**src/rtl/counter_pkg.sv**
```systemverilog
// Shared constants for the up/down modulo counter: count direction and boundary mode.
package counter_pkg;
  localparam logic DIR_UP    = 1'b1;
  localparam logic DIR_DN    = 1'b0;
  localparam int   MODE_WRAP = 0;
  localparam int   MODE_SAT  = 1;
endpackage

```
**src/rtl/tick_prescaler.sv**
```systemverilog
// Enable divider: tick fires on the PRESCALE-th enabled cycle, then the count restarts.
module tick_prescaler #(
  parameter int PRESCALE = 1
) (
  input  logic clk,
  input  logic reset,
  input  logic en,
  input  logic restart,
  output logic tick
);
  localparam int            PW   = (PRESCALE > 1) ? $clog2(PRESCALE) : 1;
  localparam logic [PW-1:0] LAST = PW'(PRESCALE - 1);

  logic [PW-1:0] cnt;

  // With PRESCALE=1 LAST is 0, so cnt stays 0 and tick simply follows en.
  assign tick = en && (cnt == LAST);

  always_ff @(posedge clk) begin
    if (reset || restart) cnt <= '0;
    else if (en)          cnt <= (cnt == LAST) ? '0 : cnt + 1'b1;
  end
endmodule

```
**src/rtl/updown_mod_counter.sv**
```systemverilog
// Up/down modulo-(MAX_VAL+1) counter with prescaled stepping, load, clear,
// wrap pulse and a sticky boundary flag.
module updown_mod_counter
  import counter_pkg::*;
#(
  parameter int WIDTH    = 4,
  parameter int MAX_VAL  = 9,
  parameter int PRESCALE = 1,
  parameter int SATURATE = 0
) (
  input  logic             clk,
  input  logic             reset,
  input  logic             en,
  input  logic             up_dn,
  input  logic             clear,
  input  logic             load,
  input  logic [WIDTH-1:0] load_val,
  output logic [WIDTH-1:0] count,
  output logic             tc,
  output logic             wrap,
  output logic             ovf
);
  localparam logic [WIDTH-1:0] MAXV = WIDTH'(MAX_VAL);

  generate
    if (MAX_VAL < 1 || (WIDTH < 31 && MAX_VAL > (1 << WIDTH) - 1)) begin : g_bad_max
      $error("updown_mod_counter: MAX_VAL out of range 1..2**WIDTH-1");
    end
    if (PRESCALE < 1) begin : g_bad_pre
      $error("updown_mod_counter: PRESCALE must be at least 1");
    end
  endgenerate

  logic             step;
  logic             at_top, at_bot, boundary;
  logic [WIDTH-1:0] step_val;

  tick_prescaler #(.PRESCALE(PRESCALE)) u_pre (
    .clk     (clk),
    .reset   (reset),
    .en      (en),
    .restart (clear | load),
    .tick    (step)
  );

  assign at_top   = (count == MAXV);
  assign at_bot   = (count == '0);
  assign tc       = en && ((up_dn == DIR_UP) ? at_top : at_bot);
  assign boundary = step && ((up_dn == DIR_UP) ? at_top : at_bot);

  always_comb begin
    step_val = count;
    if (up_dn == DIR_UP) begin
      if (!at_top)                 step_val = count + 1'b1;
      else if (SATURATE == MODE_WRAP) step_val = '0;
    end else begin
      if (!at_bot)                 step_val = count - 1'b1;
      else if (SATURATE == MODE_WRAP) step_val = MAXV;
    end
  end

  always_ff @(posedge clk) begin
    if (reset) begin
      count <= '0;
      wrap  <= 1'b0;
      ovf   <= 1'b0;
    end else if (clear) begin
      count <= '0;
      wrap  <= 1'b0;
      ovf   <= 1'b0;
    end else if (load) begin
      // Out-of-range loads clamp so count never leaves 0..MAX_VAL.
      count <= (load_val > MAXV) ? MAXV : load_val;
      wrap  <= 1'b0;
    end else begin
      wrap <= boundary && (SATURATE == MODE_WRAP);
      if (step)     count <= step_val;
      if (boundary) ovf   <= 1'b1;
    end
  end
endmodule

```
**config.mk**
```make
export PLATFORM = sky130hd
export DESIGN_NAME = updown_mod_counter
export DESIGN_NICKNAME = d
export VERILOG_FILES = /design/src/rtl/counter_pkg.sv /design/src/rtl/tick_prescaler.sv /design/src/rtl/updown_mod_counter.sv
export SDC_FILE = /design/constraint.sdc
export NUM_CORES = 1
export LEC_CHECK = 0
export ABC_AREA = 1
export CAP_MARGIN = 20
export CORE_AREA = 2 2 39 41
export CTS_CLUSTER_SIZE = 16
export DETAILED_ROUTE_END_ITERATION = 10
export DIE_AREA = 0 0 41 43
export PLACE_DENSITY = 0.65
export SYNTH_ARGS = -nofsm -noshare
export SYNTH_HDL_FRONTEND = slang
export SYNTH_HIERARCHICAL = 1
export SYNTH_SLANG_ARGS = --single-unit
```
**constraint.sdc**
```tcl
create_clock -name clk -period 2.5 [get_ports clk]
set_input_delay 0.25 -clock clk [delete_from_list [all_inputs] [get_ports clk]]
set_output_delay 0.25 -clock clk [all_outputs]
set_load 0.1 [all_outputs]
```
# == Yosys cells after proc, flatten, opt, wreduce, memory -nomap -nowiden ==
# Index checks and enable logic that the tools add are counted.
# word_totals
output_inout_bits,7
ff_bits,7
inputBits,10
wordCells,29
# classes
bitwise,3
mux,8
reduce_logical,9
magnitude_cmp,1
addsub,3
n_eq_ne,1
# ops
op,count
2-to-1 mux 4 bit,6
"adder 4 x 1 -> 4 bit, second input constant",1
"equality test 4 bit, second input constant",1
"> comparator 4 bit, second input constant",1
zero test 4 bit,1
"subtractor 4 x 1 -> 4 bit, second input constant",1
logical AND 1 bit,3
OR reduction 3 bit,1
2-to-1 mux 1 bit,2
inverter 1 bit,2
AND reduction 2 bit,1
nonzero test 2 bit,1
OR reduction 2 bit,1
"adder 1 bit, second input constant",1
logical OR 1 bit,1
OR 1 bit,1

# == Logic depth before layout (Yosys ltp) ==
# depth
ltp_word,5
mapped_depth,9
mapped_depth_nobuf,8

# == Modules after synthesis ==
# The synthesis kept the hierarchy.
# by_module_without_submodules
mod,seq_area_each_um2,area_each_um2,cells_each,n_inst
updown_mod_counter,120.1,450.4,77,1
tick_prescaler,0.0,7.5,1,1

# == Worst setup path after synthesis ==
# OpenSTA, ideal clock, no wires.
# synth_path
path_kind,register to output
start,register count[3]
end,output port tc
path_buffers,0
arrival_time_ns,2.740
required_time_ns,2.250
path_stages_with_launch,5
path_slack_ns,-0.490
path_cell_list,dfxtp_1 nand2_1 nor2_2 o21ai_1 nor2_1
# synth_via
elab_chain_cells,3
# synth_lines
element,line,source
start: declaration,updown_mod_counter.sv:18,"output logic [WIDTH-1:0] count,"
start signal: assignment,updown_mod_counter.sv:73,count <= (load_val > MAXV) ? MAXV : load_val;
start signal: assignment,updown_mod_counter.sv:77,if (step) count <= step_val;
equality test 4 bit or zero test 4 bit (tied branches),"updown_mod_counter.sv:46, updown_mod_counter.sv:47",
2-to-1 mux 1 bit (*),updown_mod_counter.sv:48,assign tc = en && ((up_dn == DIR_UP) ? at_top : at_bot);
logical AND 1 bit (*),updown_mod_counter.sv:48,
end: declaration,updown_mod_counter.sv:19,"output logic tc,"
# Every way passes the cells marked *; elsewhere a longest branch is shown, timed or not.

# == Worst setup path after layout ==
# layout_path
start,register count[0]
end,output port tc
# The elaborated chain is that of the path after synthesis.

==> results.tsv <==
metric	value	unit
chip width	41	um
PD cells	464	nW/um^2
Gate Count Post-Synth	77	
Initial Util	32.6	%
status	completed	
Core Footprint	1380	um^2
antenna violations before repair	0	
reg-to-reg endpoint	count[2]$_SDFFE_PP0P_	
share of layout cells above drive strength 1	21.5	%
Root Driver	clkbuf_4	
drt drc	0	
via count	519	
Worst Setup SP	count[0]$_SDFFE_PP0P_	
Die Height	43	um
Final Hold Fails	0	
Worst Hold Class	reg -> reg	
FP Rows	14	
final net count	105	
final WL	1.04	mm
TritonCTS clock tree	done	
part of the cycle the worst path needs	69.0	%
post_cts resized	0	
met2 GRT Util	19.7	%
GRT overflow	0	
cell area after layout	633	um^2
RSZ-0062 raised after global routing	false	
Num CTS Buffers	3	
All-Layer GR Usage	13.0	%
DR WL/cell	9.50	um
global-route wire length before repair	1.58	mm
input/output buffers	16	
M3 GR Usage	1.57	%
maximum vdd drop	0.247	mV
Ys Warns	6	
skew final	6.60	ps
crit path cell chain	nor2_4, nand3_1, nand2_1, o21ai_1, nor2_4, buf_12	
largest net degree at the start of global routing	10	
worst reg2reg path depth	7	
global routing's busiest layer	met2	
reg2reg start	count[0]$_SDFFE_PP0P_	
Placed Instance Area	611	um^2
CTS H-tree lvls	1	
fin. max-slew vios	0	
CP most frequent cell	nor2_4	
family with the most delay on the worst path	flip-flops	
vias in the first global route	416	
IO Pins	17	
fmax	0.580	GHz
hold_buf cts	0	
Syn Std Cell Area	452	um^2
Skew-Pair Late Insertion Delay	250	ps
Tmin final	1720	ps
Setup CP Type	reg -> out	
max-cap violations	0	
P_leak	0.295	nW
worst-path fanout max	9	
Die Area	1760	um^2
element type at the critical path end	output pin	
syn avg cell area	5.87	um^2
CP Depth	6	
Final GP Congestion	0.766	
DRT antenna net count	0	
critical path data required time	2250	ps
drt first-iter violations	12	
clock slew at reported path FFs	50	ps
drt first pass iters	4	
Area growth, synth to finish	40.2	%
Via density	4.76	
CTS sink cnt	6	
slew margin rel.	73.1	%
HPWL after detailed placement	823	um
Ant. Diodes	0	
Setup-failing EPs final	0	
CP arrival	1470	ps
flop2flop setup slack	1270	ps
Post-CTS Setup Bufs	0	
met1 Usage GRT	15.7	%
CP Capture Point	tc	
buffers plus inverters on the worst setup path	1	
crit-path max cell delay	560	ps
Max Root-Sink Buffers	2	
worst-margin pin slew	404	ps
slowest cell on the critical path	dfxtp_1	
total negative slack	0	ps
Setup crit start kind	flop	
Mapped Nets	87	
state kept, by name (all words and copies together) (netlist names):
name   flops
count      4
ovf        1
wrap       1
through the flow:
step	hold slack, ps	utilization (%)	setup slack, ps	total power, mW	cells
final	462	45.8	775	0.294	109
after global routing	494	45.8	669	0.310	109
after CTS	464	45.8	758	0.299	109
after detailed placement	457	44.1	841	0.203	106
after global placement	451	44.1	822	0.202	106
after floorplan	430	-	254	0.175	77
power breakdown:
part	switching [mW]	internal (mW)	total, mW
clock	0.0384	0.0545	0.0930
combinational	0.0607	0.0345	0.0952
sequential	0.00629	0.0991	0.105
total	0.105	0.188	0.294
final cells by class:
type | instances | area (um^2)
fill | 149 | 751
multi-input combinational | 57 | 274
sequential | 6 | 120
timing repair buffer | 16 | 155
tap | 16 | 20.0
inverter | 11 | 41.3
clock buffer | 3 | 22.5
cell usage in the layout, fill, tap and decap left out:
master and n:
a21oi_1 4, a21oi_2 1, a31oi_1 1, buf_12 1, buf_4 6, clkbuf_4 3
clkdlybuf4s50_1 9, clkinv_1 2, dfxtp_1 6, inv_1 6, inv_2 3, nand2_1 23
nand2_2 1, nand3_1 7, nand4_1 2, nor2_1 6, nor2_2 3, nor2_4 2
o21ai_0 4, o21ai_1 3
worst register-to-register path, cell delays in order, from the launching register on:
cell,delay (ps)
dfxtp_1,560
clkinv_1,120
nand2_1,100
nand2_1,60
nand3_1,60
nand2_1,50
a21oi_1,120
nor2_1,50
worst min path at each step:
stage	from	end	cells after the start
global route	ovf$_SDFFE_PP0P_	ovf$_SDFFE_PP0P_	2
CTS	ovf$_SDFFE_PP0P_	ovf$_SDFFE_PP0P_	2
finish	ovf$_SDFFE_PP0P_	ovf$_SDFFE_PP0P_	2
global placement	ovf$_SDFFE_PP0P_	ovf$_SDFFE_PP0P_	2
detailed placement	ovf$_SDFFE_PP0P_	ovf$_SDFFE_PP0P_	2
floorplan	load_val[0]	count[0]$_SDFFE_PP0P_	2
per-layer routing:
| metal | wire, um | vias up |
|---|---|---|
| li1 | - | 280 |
| met3 | 47 | 2 |
| met4 | 21 | 0 |
| met5 | 0 | - |
| met1 | 453 | 224 |
| met2 | 514 | 13 |
Power figures use the tool's default switching activity.
